[config.mk]
export PLATFORM = sky130hd
export DESIGN_NAME = mul_pipe_flat
export DESIGN_NICKNAME = d
export VERILOG_FILES = /design/src/rtl/mul_if.sv /design/src/rtl/mul_pipe.sv /design/src/flat_wrapper.sv
export SDC_FILE = /design/constraint.sdc
export NUM_CORES = 2
export LEC_CHECK = 0
export ABC_CLOCK_PERIOD_IN_PS = 8860
export BUFFER_PORTS_ARGS = -buffer_cell sky130_fd_sc_hd__buf_4
export CELL_PAD_IN_SITES_DETAIL_PLACEMENT = 0
export CELL_PAD_IN_SITES_GLOBAL_PLACEMENT = 1
export CORE_UTILIZATION = 47
export DETAILED_ROUTE_END_ITERATION = 16
export PLACE_DENSITY = 0.82
export SYNTH_ARGS = -nofsm -noshare
export SYNTH_HDL_FRONTEND = slang
export SYNTH_SLANG_ARGS = --single-unit
[constraint.sdc]
create_clock -name clk -period 8.86 [get_ports clk]
set_input_delay 0.886 -clock clk [delete_from_list [all_inputs] [get_ports clk]]
set_output_delay 0.886 -clock clk [all_outputs]
set_load 0.02 [all_outputs]
[src/rtl/mul_if.sv]
// mul_if: request/response bundle for the pipelined multiplier.
interface mul_if #(
   parameter int unsigned W  = 32,
   parameter int unsigned TW = 5
) ();
   logic          in_valid;
   logic          in_ready;
   logic [W-1:0]  a;
   logic [W-1:0]  b;
   logic [1:0]    mulctl;
   logic [TW-1:0] in_tag;
   logic          out_valid;
   logic          out_ready;
   logic [W-1:0]  mulres;
   logic [TW-1:0] out_tag;

   // Issuer / consumer side.
   modport master (
      output in_valid, a, b, mulctl, in_tag, out_ready,
      input  in_ready, out_valid, mulres, out_tag
   );

   // Multiplier side.
   modport slave (
      input  in_valid, a, b, mulctl, in_tag, out_ready,
      output in_ready, out_valid, mulres, out_tag
   );
endinterface

[src/rtl/mul_pipe.sv]
// mul_pipe: fully pipelined RV32M/RV64M multiply unit with valid/ready handshake,
// tag passthrough, bubble-collapsing back-pressure and a whole-pipe flush.
// The product is formed ahead of stage 0; the following stages only carry the
// result, so retiming is free to spread the multiplier across the pipe.
module mul_pipe #(
   parameter int unsigned W  = 32,
   parameter int unsigned L  = 4,
   parameter int unsigned TW = 5
) (
   input  logic clk,
   input  logic rst,
   input  logic flush,
   mul_if.slave bus
);
   localparam int unsigned PW = 2 * W;

   logic [L-1:0]         v;
   logic [W-1:0]         res [L];
   logic [TW-1:0]        tag [L];
   logic [L-1:0]         move;    // stage k hands its entry forward this cycle
   logic [L-1:0]         free;    // stage k can take a new entry this cycle
   logic                 accept;
   logic signed [W:0]    ea;
   logic signed [W:0]    eb;
   logic signed [PW-1:0] prod;
   logic [W-1:0]         res_in;

   // Operand extension per mulctl, full-width product and half select.
   always_comb begin
      ea     = {(bus.mulctl != 2'b11) & bus.a[W-1], bus.a};
      eb     = {~bus.mulctl[1] & bus.b[W-1], bus.b};
      prod   = PW'(ea) * PW'(eb);
      res_in = (bus.mulctl == 2'b00) ? prod[W-1:0] : prod[PW-1:W];
   end

   // Advance chain from the output backwards; an empty stage anywhere ahead lets earlier stages move.
   always_comb begin
      move      = '0;
      free      = '0;
      move[L-1] = v[L-1] & bus.out_ready;
      free[L-1] = ~v[L-1] | bus.out_ready;
      for (int k = int'(L) - 2; k >= 0; k--) begin
         move[k] = v[k] & free[k+1];
         free[k] = ~v[k] | move[k];
      end
   end

   assign accept = bus.in_valid & free[0];

   // Stage valid bits and payload; payload only changes when a stage loads, so stalls hold it.
   always_ff @(posedge clk) begin
      if (rst) begin
         v <= '0;
         for (int k = 0; k < int'(L); k++) begin
            res[k] <= '0;
            tag[k] <= '0;
         end
      end else begin
         if (flush) begin
            v <= '0;
         end else begin
            v[0] <= accept | (v[0] & ~move[0]);
            for (int k = 1; k < int'(L); k++) begin
               v[k] <= move[k-1] | (v[k] & ~move[k]);
            end
         end
         if (accept) begin
            res[0] <= res_in;
            tag[0] <= bus.in_tag;
         end
         for (int k = 1; k < int'(L); k++) begin
            if (move[k-1]) begin
               res[k] <= res[k-1];
               tag[k] <= tag[k-1];
            end
         end
      end
   end

   assign bus.in_ready  = free[0];
   assign bus.out_valid = v[L-1];
   assign bus.mulres    = res[L-1];
   assign bus.out_tag   = tag[L-1];
endmodule

[src/flat_wrapper.sv]
// flat-port wrapper written by rule: the top's interface ports become plain ports
module mul_pipe_flat 
#(
   parameter int unsigned W  = 32,
   parameter int unsigned L  = 4,
   parameter int unsigned TW = 5
)
  (clk, rst, flush, bus_in_valid, bus_a, bus_b, bus_mulctl, bus_in_tag, bus_out_ready, bus_in_ready, bus_out_valid, bus_mulres, bus_out_tag);
  mul_if #(.W(W), .TW(TW)) bus_i ();
  input  logic clk;
  input  logic rst;
  input  logic flush;
  input wire logic [$bits(bus_i.in_valid)-1:0] bus_in_valid;
  input wire logic [$bits(bus_i.a)-1:0] bus_a;
  input wire logic [$bits(bus_i.b)-1:0] bus_b;
  input wire logic [$bits(bus_i.mulctl)-1:0] bus_mulctl;
  input wire logic [$bits(bus_i.in_tag)-1:0] bus_in_tag;
  input wire logic [$bits(bus_i.out_ready)-1:0] bus_out_ready;
  output wire logic [$bits(bus_i.in_ready)-1:0] bus_in_ready;
  output wire logic [$bits(bus_i.out_valid)-1:0] bus_out_valid;
  output wire logic [$bits(bus_i.mulres)-1:0] bus_mulres;
  output wire logic [$bits(bus_i.out_tag)-1:0] bus_out_tag;
  assign bus_i.in_valid = bus_in_valid;
  assign bus_i.a = bus_a;
  assign bus_i.b = bus_b;
  assign bus_i.mulctl = bus_mulctl;
  assign bus_i.in_tag = bus_in_tag;
  assign bus_i.out_ready = bus_out_ready;
  assign bus_in_ready = bus_i.in_ready;
  assign bus_out_valid = bus_i.out_valid;
  assign bus_mulres = bus_i.mulres;
  assign bus_out_tag = bus_i.out_tag;
  mul_pipe #(.W(W), .L(L), .TW(TW)) u_core (.clk(clk), .rst(rst), .flush(flush), .bus(bus_i));
endmodule
==> impl_metrics.ini <==
[routing]
drt-total-wl_um = 109900
drc = 0
vias = 29820
drtAntennaViolNets = 0
dr.first_iter.drc_count = 1772
vias_per_cell = 5.182
drt_pre_antenna_iters = 5
wire_per_inst_um = 19.11

[setup_path]
r2r-end = u_core.res[0][21]
crit_path_max_fanout = 33
cp_common_cell = fa_1
rr_worst_depth = 7
crit_required_ns = 9.01
criticalPathCategory = in -> reg
slowest_stage = fa_1
cp-end-kind = register
worstReg2RegStart = u_core.v[3]
critPathMaxStageDelay_ns = 0.55
critPathTopFamily = adder cells
cp_num_buf_inv = 7
regToRegSetupSlack_ns = 6.14
worstPathArrival_ns = 8.59
start_kind = input pin

[synth]
synth_ff_type = edfxtp_1
synth_top_family_by_area = adder cells
syn_nets = 5951
ys_seq_area_frac = 0.1037
synth_compound_area_frac = 0.03638
synth_fa_ha_area_frac = 0.5768
yosys_register_bits = 152
synthCells = 4538
syn_area_per_cell_sq_um = 9.618
synth_cell_types = 68
async_reset_ff_frac = 0
yosys.area_share.simple = 0.1534
synth_edf_count = 148
syn_area_sq_um = 43650
synthMuxAreaShare = 0.0004586
synthXorXnorAreaFrac = 0.01465
ys_warn_count = 0

[placement]
place.detailed.hpwl_um = 91470
place_congestion = 0.9280
io_buffers = 114
dp_cells = 5720

[status]
status = finished clean

[final_layout]
utilization = 0.5039
seqCellArea_sq_um = 4524
syn_to_final_growth_pct = 5.977
drive_above_1_share = 0.05278
stdcell_count = 5754
fill_cells = 8454
multi_input_area_sq_um = 34120
finalNetCount = 5909

[grt]
antenna_found_initial = 3
grt_pass1_wl_um = 180000
grt-ovfl-total = 0
grt_max_degree = 38
grt_pass1_vias = 32490
gr-usage-all-layers = 0.2450

[floorplanning]
dieArea_sq_um = 94090
start_util = 0.4755
die_width_um = 306.7
io_pins = 115
fp-row-count = 111
die_h_um = 306.7
core_area_sq_um = 91800

[cts]
insertion_delay_ns = 0.42
clockBufferDepth = 2
cts.clk_slew.worst_paths_ns = 0.06
cts_buffers = 17
postCtsSetupBuffers = 0
clock-sinks = 152
ctsResizeCount = 0
hold_buffers = 0
cts-root-buf = clkbuf_16
htree_num_levels = 4
cts_tree = built

[sta]
tightest_slew_ns = 1.082
finalCritPeriodShare = 0.9526
finalSetupViolCount = 0
period_minus_slack_ns = 8.440
hold_slack_ns = 0.5086
fin_skew_ns = 0.006724
rsz0062_at_grt = false
maxSlewViolCount = 0
hold_viol = 0
setup_tns_ns = 0
clock.fmax_ghz = 0.1185
max-slew-margin-rel = 0.2768

[flow_run]
maxCapViolations = 0

[worst_hold_path]
min_to = u_core.v[1]
hold_path.class = reg -> reg
worstHoldStart = u_core.v[0]
holdPathStages = 1
## state kept, by name, indices dropped and copies added, names as in the netlist
name        cells
u_core.v        4
u_core.res    128
u_core.tag     20
## area by class of cell
| cell class | instances | area share |
|---|---|---|
| diodes | 2 | 0.0001082 |
| repair buffers | 175 | 0.02894 |
| well taps | 1243 | 0.03362 |
| clock inverters | 15 | 0.003598 |
| inverters | 1095 | 0.08902 |
| clock buffers | 17 | 0.009197 |
| flip-flops and latches | 152 | 0.09781 |
| multi-input cells | 3055 | 0.7377 |
## per-layer routing
| layer | track usage | vias up | part of all wire |
|---|---|---|---|
| met1 | 0.3370 | 15650 | 0.43 |
| met3 | 0.02963 | 186 | 0.056 |
| met2 | 0.4123 | 944 | 0.49 |
| met4 | 0.06349 | 4 | 0.029 |
| met5 | 0 | - | 0.00023 |
| li1 | - | 13030 | - |
## cell families after synthesis
group,count (synthesis)
adder cells (fa/ha/maj),1337
AO/OA/AOI/OAI,242
buffers and inverters,1331
multiplexers,2
AND/OR/NAND/NOR,1401
flip-flops,152
XOR/XNOR,73
## Yosys cell counts, types with 3 or more instances
library cell | number | share of area
nand2_1 | 762 | 0.066
and2_1 | 481 | 0.069
fa_1 | 1125 | 0.52
nor2b_1 | 5 | 0.00072
a21o_1 | 33 | 0.0057
buf_2 | 8 | 0.00092
nor4_1 | 3 | 0.00043
or3_1 | 4 | 0.00057
nand2b_1 | 9 | 0.0013
nand3_1 | 12 | 0.0014
xor2_1 | 26 | 0.0052
inv_1 | 1095 | 0.094
edfxtp_1 | 148 | 0.10
o22ai_1 | 15 | 0.0021
ha_1 | 212 | 0.061
a21boi_0 | 3 | 0.00052
o21a_1 | 8 | 0.0014
o21ai_0 | 35 | 0.0040
xnor2_1 | 47 | 0.0094
nor2_1 | 69 | 0.0059
or2_2 | 14 | 0.0020
o2111ai_1 | 3 | 0.00060
o21bai_1 | 10 | 0.0017
a211oi_1 | 7 | 0.0012
o21ai_1 | 3 | 0.00034
nor3_1 | 5 | 0.00057
o31ai_1 | 6 | 0.0010
a21oi_2 | 3 | 0.00060
dfxtp_1 | 4 | 0.0018
nand4_1 | 14 | 0.0020
a21oi_1 | 74 | 0.0085
a31oi_1 | 12 | 0.0017
and3_1 | 13 | 0.0019
a221oi_1 | 3 | 0.00060
clkbuf_1 | 226 | 0.019
## through the flow
stage / instance area (sq um) / worst slack (ns)
5_1_grt: 46250 / 0.07929
4_1_cts: 46250 / 0.4449
3_5_place_dp: 45660 / 0.02950
3_3_place_gp: 45660 / 0.08567
2_1_floorplan: 43660 / 0.07506
6_report: 46260 / 0.4197
## worst max path at each step
stage	startpoint	endpoint	slack [ns]	cells after the start
4_1_cts	bus_a[19]	u_core.res[0][20]	0.44	27
2_1_floorplan	bus_a[31]	u_core.res[0][28]	0.08	29
3_3_place_gp	bus_mulctl[0]	u_core.res[0][28]	0.09	29
5_1_grt	bus_a[19]	u_core.res[0][20]	0.08	27
3_5_place_dp	bus_a[19]	u_core.res[0][20]	0.03	27
6_report	bus_a[19]	u_core.res[0][20]	0.42	27
## layout by cell type, fill, tap and decap left out, types with 7 or more instances in the layout
| master | Yosys | layout |
|---|---|---|
| fa_1 | 1125 | 1124 |
| inv_1 | 1095 | 1093 |
| nand2_1 | 762 | 762 |
| and2_1 | 481 | 481 |
| ha_1 | 212 | 212 |
| buf_4 | 0 | 173 |
| edfxtp_1 | 148 | 148 |
| a21oi_1 | 74 | 74 |
| nor2_1 | 69 | 69 |
| xnor2_1 | 47 | 47 |
| o21ai_0 | 35 | 35 |
| a21o_1 | 33 | 33 |
| xor2_1 | 26 | 26 |
| clkbuf_16 | 0 | 17 |
| o22ai_1 | 15 | 15 |
| or2_2 | 14 | 14 |
| nand4_1 | 14 | 14 |
| and3_1 | 13 | 13 |
| nand3_1 | 12 | 12 |
| a31oi_1 | 12 | 12 |
| o21bai_1 | 10 | 10 |
| nand2b_1 | 9 | 9 |
| o21a_1 | 8 | 8 |
| a211oi_1 | 7 | 7 |
Power is not shown: default switching activity piles up to over one toggle a cycle in this logic, so the estimate is an artifact.
